File: src/rtl/door_motor_seq_if.sv
// Button/limit inputs and motor/status outputs of the door sequencer.
// master drives the board-side inputs; slave is the sequencer itself.
interface door_motor_seq_if;
    logic       press;
    logic       lim_open;
    logic       lim_closed;
    logic       open_cw;
    logic       open_ccw;
    logic [2:0] state;
    logic       fault;

    modport master (
        output press, lim_open, lim_closed,
        input  open_cw, open_ccw, state, fault
    );

    modport slave (
        input  press, lim_open, lim_closed,
        output open_cw, open_ccw, state, fault
    );
endinterface

File: src/rtl/door_motor_seq.sv
// Push-button door drive sequencer: debounced press, reversal dead-time, travel timeout, sticky fault.
// Define DOOR_AUTO_CLOSE_EN to auto-close after HOLD_CYC cycles in OPEN.
module door_motor_seq #(
    parameter int DEBOUNCE_CYC = 4,
    parameter int DEAD_CYC     = 3,
    parameter int TRAVEL_MAX   = 64,
    parameter int HOLD_CYC     = 32
) (
    input  logic             clk,
    input  logic             rst_n,
    door_motor_seq_if.slave  bus
);
    // state   | meaning
    // CLOSED  | at rest, door shut
    // OPENING | cw motor on, waiting for lim_open
    // OPEN    | at rest, door open
    // CLOSING | ccw motor on, waiting for lim_closed
    // DEAD    | both motors off before reversing to stored target
    // FAULT   | sticky, motors off until a press
    typedef enum logic [2:0] {
        ST_CLOSED  = 3'd0,
        ST_OPENING = 3'd1,
        ST_OPEN    = 3'd2,
        ST_CLOSING = 3'd3,
        ST_DEAD    = 3'd4,
        ST_FAULT   = 3'd5
    } state_t;

    localparam int DBW     = $clog2(DEBOUNCE_CYC + 1);
    localparam int CNT_A   = (TRAVEL_MAX > HOLD_CYC) ? TRAVEL_MAX : HOLD_CYC;
    localparam int CNT_TOP = (CNT_A > DEAD_CYC) ? CNT_A : DEAD_CYC;
    localparam int CW      = $clog2(CNT_TOP + 1);

    logic           press_s1, press_s2, press_db, press_db_q;
    logic [DBW-1:0] db_cnt;
    logic           press_evt;

    state_t         state_q, state_next;
    logic           target_open, target_open_next;
    logic [CW-1:0]  state_cnt;
    logic           open_cw_q, open_ccw_q, fault_q;
    logic           timeout, dead_done;

    always_ff @(posedge clk or negedge rst_n) begin
        if (!rst_n) begin
            press_s1   <= 1'b0;
            press_s2   <= 1'b0;
            press_db   <= 1'b0;
            press_db_q <= 1'b0;
            db_cnt     <= '0;
        end else begin
            press_s1   <= bus.press;
            press_s2   <= press_s1;
            press_db_q <= press_db;
            if (press_s2 == press_db) begin
                db_cnt <= '0;
            end else if (db_cnt == DBW'(DEBOUNCE_CYC)) begin
                press_db <= ~press_db;
                db_cnt   <= '0;
            end else begin
                db_cnt <= db_cnt + 1'b1;
            end
        end
    end

    assign press_evt = press_db & ~press_db_q;

    // One dwell counter serves travel timeout, dead-time and hold; it restarts on every state change.
    assign timeout   = (state_cnt == CW'(TRAVEL_MAX - 1));
    assign dead_done = (state_cnt == CW'(DEAD_CYC - 1));

    always_comb begin
        state_next       = state_q;
        target_open_next = target_open;
        if (bus.lim_open && bus.lim_closed && state_q != ST_FAULT) begin
            state_next = ST_FAULT;
        end else begin
            case (state_q)
                ST_CLOSED: begin
                    if (press_evt) state_next = ST_OPENING;
                end
                ST_OPENING: begin
                    if (bus.lim_open) begin
                        state_next = ST_OPEN;
                    end else if (timeout) begin
                        state_next = ST_FAULT;
                    end else if (press_evt) begin
                        state_next       = ST_DEAD;
                        target_open_next = 1'b0;
                    end
                end
                ST_OPEN: begin
                    if (press_evt) begin
                        state_next = ST_CLOSING;
`ifdef DOOR_AUTO_CLOSE_EN
                    end else if (state_cnt == CW'(HOLD_CYC - 1)) begin
                        state_next = ST_CLOSING;
`endif
                    end
                end
                ST_CLOSING: begin
                    if (bus.lim_closed) begin
                        state_next = ST_CLOSED;
                    end else if (timeout) begin
                        state_next = ST_FAULT;
                    end else if (press_evt) begin
                        state_next       = ST_DEAD;
                        target_open_next = 1'b1;
                    end
                end
                ST_DEAD: begin
                    if (dead_done) begin
                        if (target_open) state_next = bus.lim_open ? ST_OPEN : ST_OPENING;
                        else             state_next = bus.lim_closed ? ST_CLOSED : ST_CLOSING;
                    end
                end
                ST_FAULT: begin
                    if (press_evt) begin
                        state_next       = ST_DEAD;
                        target_open_next = 1'b0;
                    end
                end
                default: state_next = ST_CLOSED;
            endcase
        end
    end

    always_ff @(posedge clk or negedge rst_n) begin
        if (!rst_n) begin
            state_q     <= ST_CLOSED;
            target_open <= 1'b0;
            state_cnt   <= '0;
            open_cw_q   <= 1'b0;
            open_ccw_q  <= 1'b0;
            fault_q     <= 1'b0;
        end else begin
            state_q     <= state_next;
            target_open <= target_open_next;
            if (state_next != state_q)  state_cnt <= '0;
            else if (state_cnt != '1)   state_cnt <= state_cnt + 1'b1;
            open_cw_q   <= (state_next == ST_OPENING);
            open_ccw_q  <= (state_next == ST_CLOSING);
            fault_q     <= (state_next == ST_FAULT);
        end
    end

    assign bus.state    = state_q;
    assign bus.open_cw  = open_cw_q;
    assign bus.open_ccw = open_ccw_q;
    assign bus.fault    = fault_q;
endmodule

File: src/flat_wrapper.sv
// flat-port wrapper written by rule: the top's interface ports become plain ports
module door_motor_seq_flat 
#(
    parameter int DEBOUNCE_CYC = 4,
    parameter int DEAD_CYC     = 3,
    parameter int TRAVEL_MAX   = 64,
    parameter int HOLD_CYC     = 32
)
  (clk, rst_n, bus_press, bus_lim_open, bus_lim_closed, bus_open_cw, bus_open_ccw, bus_state, bus_fault);
  door_motor_seq_if bus_i ();
  input  logic clk;
  input  logic rst_n;
  input wire logic [$bits(bus_i.press)-1:0] bus_press;
  input wire logic [$bits(bus_i.lim_open)-1:0] bus_lim_open;
  input wire logic [$bits(bus_i.lim_closed)-1:0] bus_lim_closed;
  output wire logic [$bits(bus_i.open_cw)-1:0] bus_open_cw;
  output wire logic [$bits(bus_i.open_ccw)-1:0] bus_open_ccw;
  output wire logic [$bits(bus_i.state)-1:0] bus_state;
  output wire logic [$bits(bus_i.fault)-1:0] bus_fault;
  assign bus_i.press = bus_press;
  assign bus_i.lim_open = bus_lim_open;
  assign bus_i.lim_closed = bus_lim_closed;
  assign bus_open_cw = bus_i.open_cw;
  assign bus_open_ccw = bus_i.open_ccw;
  assign bus_state = bus_i.state;
  assign bus_fault = bus_i.fault;
  door_motor_seq #(.DEBOUNCE_CYC(DEBOUNCE_CYC), .DEAD_CYC(DEAD_CYC), .TRAVEL_MAX(TRAVEL_MAX), .HOLD_CYC(HOLD_CYC)) u_core (.clk(clk), .rst_n(rst_n), .bus(bus_i));
endmodule
File: config.mk
export PLATFORM = sky130hd
export DESIGN_NAME = door_motor_seq_flat
export DESIGN_NICKNAME = d
export VERILOG_FILES = /design/src/rtl/door_motor_seq_if.sv /design/src/rtl/door_motor_seq.sv /design/src/flat_wrapper.sv
export SDC_FILE = /design/constraint.sdc
export NUM_CORES = 1
export LEC_CHECK = 0
export CAP_MARGIN = 20
export CORE_UTILIZATION = 60
export DETAILED_ROUTE_END_ITERATION = 12
export PLACE_DENSITY = 0.89
export SLEW_MARGIN = 10
export SYNTH_ARGS = -nofsm -noshare
export SYNTH_HDL_FRONTEND = slang
export SYNTH_SLANG_ARGS = --single-unit
File: constraint.sdc
create_clock -name clk -period 4.1 [get_ports clk]
set_clock_uncertainty 0.1 [all_clocks]
set_input_delay 0.82 -clock clk [delete_from_list [all_inputs] [get_ports clk]]
set_output_delay 0.82 -clock clk [all_outputs]
set_load 0.02 [all_outputs]
==> flow_results.xml, run 1 <==
<?xml version="1.0" encoding="UTF-8"?>
<metrics>
  <group name="placement">
    <metric name="placed_area" unit="sq um">1320</metric>
    <metric name="detailedPlacementHpwl" unit="mm">1.79</metric>
    <metric name="globalplace.congestion" unit="">0.887</metric>
    <metric name="placed_cells_incl_taps" unit="">151</metric>
    <metric name="port_buffers" unit="">10</metric>
  </group>
  <group name="worst_hold_path">
    <metric name="hold_path_startpoint" unit="">u_core.press_s1$_DFF_PN0_</metric>
    <metric name="hold_end" unit="">u_core.press_s2$_DFF_PN0_</metric>
    <metric name="hold_depth" unit="">0</metric>
    <metric name="timing.hold.worst.class" unit="">register to register</metric>
  </group>
  <group name="synth">
    <metric name="synth_area_per_cell" unit="sq um">10.1</metric>
    <metric name="yosys_register_bits" unit="">21</metric>
    <metric name="gate_count_of_the_mapped_netlist" unit="">121</metric>
    <metric name="synth.lib_cells_used.distinct" unit="">41</metric>
    <metric name="synth-edff-count" unit="">0</metric>
    <metric name="post_synth_top_area_share" unit="">0.431</metric>
    <metric name="syn_area" unit="sq um">1220</metric>
    <metric name="sequential_element_share_of_the_synthesized_area" unit="">0.431</metric>
    <metric name="synth_area_leader_cell" unit="">sky130_fd_sc_hd__dfrtp_1</metric>
    <metric name="synthesis.yosys.warnings" unit="">0</metric>
    <metric name="synth_async_sr_flop_share" unit="">1.00</metric>
    <metric name="synth.top_cells.by_area" unit="">sky130_fd_sc_hd__dfrtp_1 43%, sky130_fd_sc_hd__ha_1 4.1%, sky130_fd_sc_hd__nor3_2 4.1%</metric>
    <metric name="synth_nets" unit="">130</metric>
    <metric name="dominantRegCellSynth" unit="">sky130_fd_sc_hd__dfrtp_1</metric>
  </group>
  <group name="grt">
    <metric name="grt_start_max_net_pins" unit="">22</metric>
    <metric name="global_route.overflow_total" unit="">0</metric>
    <metric name="grt_pass1_wl" unit="mm">3.80</metric>
    <metric name="gr-usage-all-layers" unit="">0.251</metric>
    <metric name="first_global_vias" unit="">854</metric>
    <metric name="grt_antenna_before_repair" unit="">0</metric>
  </group>
  <group name="clock_tree">
    <metric name="cts_setup_buffers" unit="">0</metric>
    <metric name="post_cts_resize_count" unit="">0</metric>
    <metric name="ctsHtreeMaxLevel" unit="">1</metric>
    <metric name="cts_buffer_depth" unit="">2</metric>
    <metric name="clock_latency" unit="ns">0.30</metric>
    <metric name="clk_pin_slew" unit="ns">0.12</metric>
    <metric name="cts_hold_repair.buffers" unit="">0</metric>
    <metric name="tritoncts" unit="">yes</metric>
    <metric name="clock_tree.root_cell" unit="">sky130_fd_sc_hd__clkbuf_4</metric>
    <metric name="clkSinkCount" unit="">21</metric>
    <metric name="cts_buffers" unit="">3</metric>
  </group>
  <group name="pwr">
    <metric name="power_per_cell_area" unit="nW/um^2">630</metric>
    <metric name="p_leak" unit="nW">0.559</metric>
    <metric name="power.ir.vdd_worst" unit="uV">450</metric>
  </group>
  <group name="timing">
    <metric name="final_cycle_share" unit="">0.654</metric>
    <metric name="minimum_clock_period_after_layout" unit="ns">2.68</metric>
    <metric name="final-hold-violation-count" unit="">0</metric>
    <metric name="rsz0062_at_grt" unit="">no</metric>
    <metric name="final.setup.tns" unit="ns">0</metric>
    <metric name="maxClockFrequency" unit="GHz">0.373</metric>
    <metric name="hold-worst-slack" unit="ns">0.281</metric>
    <metric name="slew-limit-headroom" unit="">0.399</metric>
    <metric name="worst_pin_slew" unit="ns">0.899</metric>
    <metric name="maxSlewViolCount" unit="">0</metric>
    <metric name="finalSetupViolCount" unit="">0</metric>
  </group>
  <group name="critical_path">
    <metric name="critPathKind" unit="">primary input to register</metric>
    <metric name="worstReg2RegEnd" unit="">u_core.state_cnt[2]$_DFFE_PN0P_</metric>
    <metric name="cp.arrival" unit="ns">2.78</metric>
    <metric name="required" unit="ns">4.20</metric>
    <metric name="crit_path_max_fanout" unit="">7</metric>
    <metric name="endpoint_kind_of_the_worst_setup_timing_path" unit="">register</metric>
    <metric name="ff2ff_setup_slack" unit="ns">1.64</metric>
    <metric name="r2r_start" unit="">u_core.state_cnt[0]$_DFFE_PN0P_</metric>
    <metric name="worstSetupStartpointType" unit="">primary input</metric>
    <metric name="reg2reg_depth" unit="">6</metric>
  </group>
  <group name="die">
    <metric name="placeableCoreArea" unit="sq um">1820</metric>
    <metric name="top_level_ports" unit="">11</metric>
    <metric name="core.rowCount" unit="">15</metric>
    <metric name="initial_utilization" unit="">0.670</metric>
    <metric name="dieArea" unit="sq um">2220</metric>
    <metric name="chipWidth" unit="microns">47.1</metric>
    <metric name="height_of_the_die" unit="microns">47.1</metric>
  </group>
  <group name="route">
    <metric name="detailedRoute.firstPassIterationCount" unit="">4</metric>
    <metric name="detail_route.drc_violations" unit="">0</metric>
    <metric name="avgViaCountPerCell" unit="">6.11</metric>
    <metric name="drt_wl_total" unit="mm">2.38</metric>
    <metric name="drt_iter0_drc" unit="">29</metric>
    <metric name="postRouteAntennaNets" unit="">0</metric>
    <metric name="vias_post_dr" unit="">947</metric>
    <metric name="avg_wl_per_cell" unit="microns">15.3</metric>
  </group>
  <group name="cells_and_area">
    <metric name="final_std_cell_area_no_fill" unit="sq um">1350</metric>
    <metric name="largest_register_ffs" unit="">7</metric>
    <metric name="n_antenna_cell" unit="">0</metric>
    <metric name="final.fill_count" unit="">142</metric>
    <metric name="final_layout_size_suffix_gt1_frac" unit="">0.123</metric>
    <metric name="final-instance-count-excl-fill" unit="">155</metric>
    <metric name="area_occupied_by_multi_input_gates" unit="sq um">646</metric>
    <metric name="largest-register" unit="">u_core.state_cnt</metric>
    <metric name="final-seq-area" unit="sq um">526</metric>
    <metric name="area.growth.synth_to_final" unit="%">10.5</metric>
    <metric name="nets" unit="">140</metric>
  </group>
  <group name="outcome">
    <metric name="status" unit="">finished clean</metric>
  </group>
  <group name="run">
    <metric name="maxCapViolations" unit="">0</metric>
  </group>
</metrics>
-- per-stage QoR --
step                      total power [mW]  setup slack (ns)  utilization
final                                0.849              1.42        0.740
after global routing                 0.917              1.32        0.740
after CTS                            0.853              1.41        0.740
after detailed placement             0.755              1.12        0.726
after global placement               0.728              1.24        0.726
after floorplan                      0.654              1.89            -
-- placed cells by master, fill, tap and decap left out, types with 2 or more instances in the layout --
cell type,synthesis,final
sky130_fd_sc_hd__ha_1,4,4
sky130_fd_sc_hd__mux2i_1,2,2
sky130_fd_sc_hd__nor3_2,5,5
sky130_fd_sc_hd__clkbuf_4,0,3
sky130_fd_sc_hd__dfrtp_1,21,21
sky130_fd_sc_hd__a31oi_1,2,2
sky130_fd_sc_hd__xnor2_1,2,2
sky130_fd_sc_hd__and3_1,3,3
sky130_fd_sc_hd__nor2b_1,3,3
sky130_fd_sc_hd__o22ai_1,2,2
sky130_fd_sc_hd__nor3_1,4,4
sky130_fd_sc_hd__nor4b_2,2,2
sky130_fd_sc_hd__nand2b_1,4,4
sky130_fd_sc_hd__nand4_1,2,2
sky130_fd_sc_hd__a21oi_1,3,3
sky130_fd_sc_hd__clkdlybuf4s50_1,0,10
sky130_fd_sc_hd__nand2_1,9,9
sky130_fd_sc_hd__inv_1,5,5
sky130_fd_sc_hd__nor3b_1,2,2
sky130_fd_sc_hd__nor2_1,9,9
sky130_fd_sc_hd__and2_1,4,4
sky130_fd_sc_hd__nand3_1,4,4
sky130_fd_sc_hd__o21ai_0,7,7
-- cells by family after synthesis --
kind of cell,count (synthesis),synth area share
and+or+nand+nor,54,0.270
AOI/OAI and AO/OA,27,0.178
DFF,21,0.431
buffers and inverters,10,0.0400
adders and majority gates,4,0.0410
muxes,3,0.0256
xor gates and xnor gates,2,0.0144
-- per-layer routing --
metal  GRT usage  wire, microns
met1       0.332           1040
met2       0.406           1210
met3      0.0577             96
met4      0.0914             23
met5           0              0
-- worst max-delay path, stage by stage --
cell,delay (ns)
sky130_fd_sc_hd__clkdlybuf4s50_1,0.63
sky130_fd_sc_hd__nor2_1,0.09
sky130_fd_sc_hd__o2111a_1,0.25
sky130_fd_sc_hd__o211a_1,0.20
sky130_fd_sc_hd__or3_1,0.47
sky130_fd_sc_hd__nor4b_2,0.31
-- power breakdown --
part / internal, mW / switching, mW
Clock: 0.0378 / 0.0604
Combinational: 0.176 / 0.245
Sequential: 0.261 / 0.0691
Total: 0.475 / 0.375
-- worst max-delay path by stage --
stage / to / slack (ns) / cells after the start / start
after global routing: u_core.state_cnt[2]$_DFFE_PN0P_ / 1.32 / 6 / bus_lim_closed
after floorplan: u_core.state_cnt[1]$_DFFE_PN0P_ / 1.89 / 6 / bus_lim_open
final: u_core.state_cnt[2]$_DFFE_PN0P_ / 1.42 / 6 / bus_lim_closed
after CTS: u_core.state_cnt[2]$_DFFE_PN0P_ / 1.41 / 6 / bus_lim_closed
after detailed placement: u_core.state_cnt[2]$_DFFE_PN0P_ / 1.12 / 6 / bus_lim_closed
after global placement: u_core.state_cnt[1]$_DFFE_PN0P_ / 1.24 / 6 / bus_lim_closed
-- layout make-up --
| cell class | instances | area share |
|---|---|---|
| clock buffer | 4 | 0.0195 |
| inverter | 5 | 0.0139 |
| multi-input combinational | 90 | 0.479 |
| sequential | 21 | 0.390 |
| tap | 25 | 0.0232 |
| timing repair buffer | 10 | 0.0743 |
-- Yosys cell counts, drive strengths merged (2+ instances only) --
cell type  count
a21oi          3
nor3           9
nand2          9
dfrtp         21
and2           4
nand4          2
o21ai          7
nand3          4
inv            5
and3           3
ha             4
buf            4
a2111oi        2
nor4b          2
o22ai          3
xnor2          2
nor3b          2
mux2i          2
a31oi          2
nor2           9
nor2b          3
nand2b         4
Note: power is estimated with default switching activity, not from simulation.
==> run 2, diff against run 1 <==
--- a/config.mk
+++ b/config.mk
@@ -6,9 +6,9 @@
 export NUM_CORES = 1
 export LEC_CHECK = 0
 export CAP_MARGIN = 20
-export CORE_UTILIZATION = 60
+export CORE_UTILIZATION = 56
 export DETAILED_ROUTE_END_ITERATION = 12
-export PLACE_DENSITY = 0.89
+export PLACE_DENSITY = 0.84
 export SLEW_MARGIN = 10
 export SYNTH_ARGS = -nofsm -noshare
 export SYNTH_HDL_FRONTEND = slang
==> constraint.sdc (replaced) <==
create_clock -name clk -period 2.8 [get_ports clk]
set_clock_uncertainty 0.1 [all_clocks]
set_input_delay 0.56 -clock clk [delete_from_list [all_inputs] [get_ports clk]]
set_output_delay 0.56 -clock clk [all_outputs]
set_load 0.02 [all_outputs]
==> run 2 against run 1 <==
Routed wire length shrank 3.0%. Non-clock buffer count grew 1. Sequential cell count is the same. Die area grew 6.8%. Design area grew 1.0%. Largest cell class unchanged. Highest routed layer unchanged.
==> flow_results.xml, run 2 (synthesis results as in run 1) <==
<?xml version="1.0" encoding="UTF-8"?>
<metrics>
  <group name="critical_path">
    <metric name="endpoint_kind_of_the_worst_setup_timing_path" unit="">register</metric>
    <metric name="worstSetupStartpointType" unit="">register</metric>
    <metric name="critical-path-max-stage-delay" unit="ns">0.54</metric>
    <metric name="reg2reg_depth" unit="">6</metric>
    <metric name="critical_path_cell_count" unit="">6</metric>
    <metric name="required" unit="ns">2.94</metric>
    <metric name="crit_chain" unit="">ha_1, and3_1, a211oi_1, o22ai_1, or3_1, nor4b_2</metric>
    <metric name="critPathKind" unit="">register to register</metric>
    <metric name="critical-path-slowest-cell" unit="">sky130_fd_sc_hd__or3_1</metric>
    <metric name="crit_path_buf_inv_count" unit="">0</metric>
    <metric name="worst_path_top_cell_family_by_delay" unit="">simple AND/OR/NAND/NOR gates</metric>
    <metric name="worstReg2RegEnd" unit="">u_core.state_cnt[2]$_DFFE_PN0P_</metric>
    <metric name="critical_path.startpoint" unit="">u_core.state_cnt[0]$_DFFE_PN0P_</metric>
    <metric name="worstSetupEndpoint" unit="">u_core.state_cnt[2]$_DFFE_PN0P_</metric>
    <metric name="ff2ff_setup_slack" unit="ns">0.36</metric>
    <metric name="crit_path_max_fanout" unit="">8</metric>
    <metric name="r2r_start" unit="">u_core.state_cnt[0]$_DFFE_PN0P_</metric>
    <metric name="cp.arrival" unit="ns">2.58</metric>
  </group>
  <group name="placement">
    <metric name="post-place-ws" unit="ns">0.120</metric>
    <metric name="detailedPlacementHpwl" unit="mm">1.69</metric>
    <metric name="placed_cells_incl_taps" unit="">154</metric>
    <metric name="port_buffers" unit="">10</metric>
    <metric name="placed_area" unit="sq um">1330</metric>
    <metric name="globalplace.congestion" unit="">0.893</metric>
  </group>
  <group name="timing">
    <metric name="maxSlewViolCount" unit="">0</metric>
    <metric name="minimum_clock_period_after_layout" unit="ns">2.44</metric>
    <metric name="finalSetupViolCount" unit="">0</metric>
    <metric name="hold-worst-slack" unit="ns">0.270</metric>
    <metric name="postLayoutSetupSlackWorst" unit="ns">0.363</metric>
    <metric name="maxClockFrequency" unit="GHz">0.410</metric>
    <metric name="final_cycle_share" unit="">0.870</metric>
    <metric name="worst_pin_slew" unit="ns">0.494</metric>
    <metric name="final.setup.tns" unit="ns">0</metric>
    <metric name="final-hold-violation-count" unit="">0</metric>
    <metric name="rsz0062_at_grt" unit="">no</metric>
    <metric name="slew-limit-headroom" unit="">0.670</metric>
  </group>
  <group name="cells_and_area">
    <metric name="final_layout_size_suffix_gt1_frac" unit="">0.137</metric>
    <metric name="n_antenna_cell" unit="">0</metric>
    <metric name="layout.cells.most_common" unit="">sky130_fd_sc_hd__dfrtp_1</metric>
    <metric name="area.growth.synth_to_final" unit="%">11.6</metric>
    <metric name="largest-register" unit="">u_core.state_cnt</metric>
    <metric name="final-instance-count-excl-fill" unit="">158</metric>
    <metric name="nets" unit="">141</metric>
    <metric name="largest_register_ffs" unit="">7</metric>
    <metric name="final_std_cell_area_no_fill" unit="sq um">1360</metric>
    <metric name="mostFrequentLayoutCells" unit="">21 x sky130_fd_sc_hd__dfrtp_1, 10 x sky130_fd_sc_hd__clkdlybuf4s50_1, 9 x sky130_fd_sc_hd__nor2_1, 9 x sky130_fd_sc_hd__nand2_1, 7 x sky130_fd_sc_hd__o21ai_0</metric>
  </group>
  <group name="die">
    <metric name="initial_utilization" unit="">0.609</metric>
    <metric name="chipWidth" unit="microns">48.7</metric>
    <metric name="dieArea" unit="sq um">2370</metric>
    <metric name="height_of_the_die" unit="microns">48.7</metric>
    <metric name="top_level_ports" unit="">11</metric>
    <metric name="core.rowCount" unit="">16</metric>
    <metric name="placeableCoreArea" unit="sq um">2000</metric>
  </group>
  <group name="route">
    <metric name="drt_wl_total" unit="mm">2.30</metric>
    <metric name="detailedRoute.firstPassIterationCount" unit="">4</metric>
    <metric name="detail_route.drc_violations" unit="">0</metric>
    <metric name="postRouteAntennaNets" unit="">0</metric>
    <metric name="vias_post_dr" unit="">960</metric>
    <metric name="avgViaCountPerCell" unit="">6.08</metric>
    <metric name="drt_iter0_drc" unit="">35</metric>
    <metric name="avg_wl_per_cell" unit="microns">14.6</metric>
  </group>
  <group name="pwr">
    <metric name="power.clock.fraction" unit="">0.125</metric>
    <metric name="power.ir.vdd_worst" unit="uV">597</metric>
    <metric name="internal_power" unit="mW">0.696</metric>
    <metric name="comb_power_share" unit="">0.488</metric>
    <metric name="power_per_cell_area" unit="nW/um^2">915</metric>
    <metric name="power.switching" unit="mW">0.549</metric>
    <metric name="power.switching_fraction" unit="">0.441</metric>
    <metric name="p_leak" unit="nW">0.563</metric>
    <metric name="power.sequential.fraction" unit="">0.386</metric>
  </group>
  <group name="clock_tree">
    <metric name="cts_setup_buffers" unit="">0</metric>
    <metric name="post_cts_resize_count" unit="">0</metric>
    <metric name="cts_hold_repair.buffers" unit="">0</metric>
    <metric name="clkSinkCount" unit="">21</metric>
    <metric name="cts_buffer_depth" unit="">2</metric>
    <metric name="ctsHtreeMaxLevel" unit="">1</metric>
    <metric name="clock_latency" unit="ns">0.32</metric>
    <metric name="cts_buffers" unit="">3</metric>
    <metric name="tritoncts" unit="">yes</metric>
    <metric name="clock_tree.root_cell" unit="">sky130_fd_sc_hd__clkbuf_4</metric>
    <metric name="clk_pin_slew" unit="ns">0.13</metric>
  </group>
  <group name="worst_hold_path">
    <metric name="hold_depth" unit="">0</metric>
    <metric name="timing.hold.worst.class" unit="">register to register</metric>
  </group>
  <group name="grt">
    <metric name="grt_antenna_before_repair" unit="">0</metric>
    <metric name="first_global_vias" unit="">935</metric>
    <metric name="global_route.overflow_total" unit="">0</metric>
    <metric name="grt_pass1_wl" unit="mm">4.17</metric>
    <metric name="grt_start_max_net_pins" unit="">22</metric>
    <metric name="gr-usage-all-layers" unit="">0.234</metric>
  </group>
  <group name="run">
    <metric name="maxCapViolations" unit="">0</metric>
  </group>
  <group name="outcome">
    <metric name="status" unit="">finished clean</metric>
  </group>
</metrics>
## run 2: changes by cell type in the layout (fill, tap and decap cells not counted)
cell	before	now
sky130_fd_sc_hd__clkbuf_1	1	0
sky130_fd_sc_hd__clkinvlp_4	0	1
sky130_fd_sc_hd__buf_4	0	1
## run 2: metrics by stage
| stage | power [mW] | util |
|---|---|---|
| 3_5_place_dp | 1.09 | 0.665 |
| 3_3_place_gp | 1.07 | 0.665 |
| 2_1_floorplan | 0.958 | - |
| 4_1_cts | 1.25 | 0.680 |
| 5_1_grt | 1.35 | 0.680 |
| 6_report | 1.25 | 0.680 |
## run 2: power by group through the flow
| stage | logic [mW] | clock network, mW | registers [mW] |
|---|---|---|---|
| after floorplan | 0.487 | 0 | 0.471 |
| after global placement | 0.587 | 0 | 0.478 |
| after detailed placement | 0.608 | 0 | 0.485 |
| after CTS | 0.612 | 0.161 | 0.479 |
| after global routing | 0.676 | 0.176 | 0.495 |
| final | 0.608 | 0.156 | 0.481 |
## run 2: final cells by class
class / count / area, sq um
multi-input combinational: 90 / 646
fill: 169 / 641
sequential: 21 / 526
timing repair buffer: 11 / 108
tap: 27 / 33.8
clock buffer: 3 / 22.5
inverter: 5 / 18.8
clock inverter: 1 / 7.51
## run 2: layer usage
metal  global-route usage  part of all wire  up-vias
met5                    0                 0        -
met4                0.123             0.030        0
li1                     -                 -      459
met2                0.370              0.46       30
met3               0.0409             0.042        7
met1                0.306              0.46      464
## run 2: worst reg2reg max path, cell delays in order (launching register included)
cell and delay, ns:
sky130_fd_sc_hd__dfrtp_1 0.45, sky130_fd_sc_hd__ha_1 0.25, sky130_fd_sc_hd__and3_1 0.31, sky130_fd_sc_hd__a211oi_1 0.32
sky130_fd_sc_hd__o22ai_1 0.12, sky130_fd_sc_hd__or3_1 0.54, sky130_fd_sc_hd__nor4b_2 0.27
## run 2: worst min-delay path by stage
| stage | from | end | slack (ns) |
|---|---|---|---|
| after floorplan | rst_n | u_core.bus.fault$_DFF_PN0_ | 0.16 |
| after global placement | u_core.press_s1$_DFF_PN0_ | u_core.press_s2$_DFF_PN0_ | 0.24 |
| after detailed placement | u_core.press_s1$_DFF_PN0_ | u_core.press_s2$_DFF_PN0_ | 0.24 |
| after CTS | u_core.press_s1$_DFF_PN0_ | u_core.press_s2$_DFF_PN0_ | 0.27 |
| after global routing | u_core.press_s1$_DFF_PN0_ | u_core.press_s2$_DFF_PN0_ | 0.28 |
| final | u_core.press_s1$_DFF_PN0_ | u_core.press_s2$_DFF_PN0_ | 0.27 |
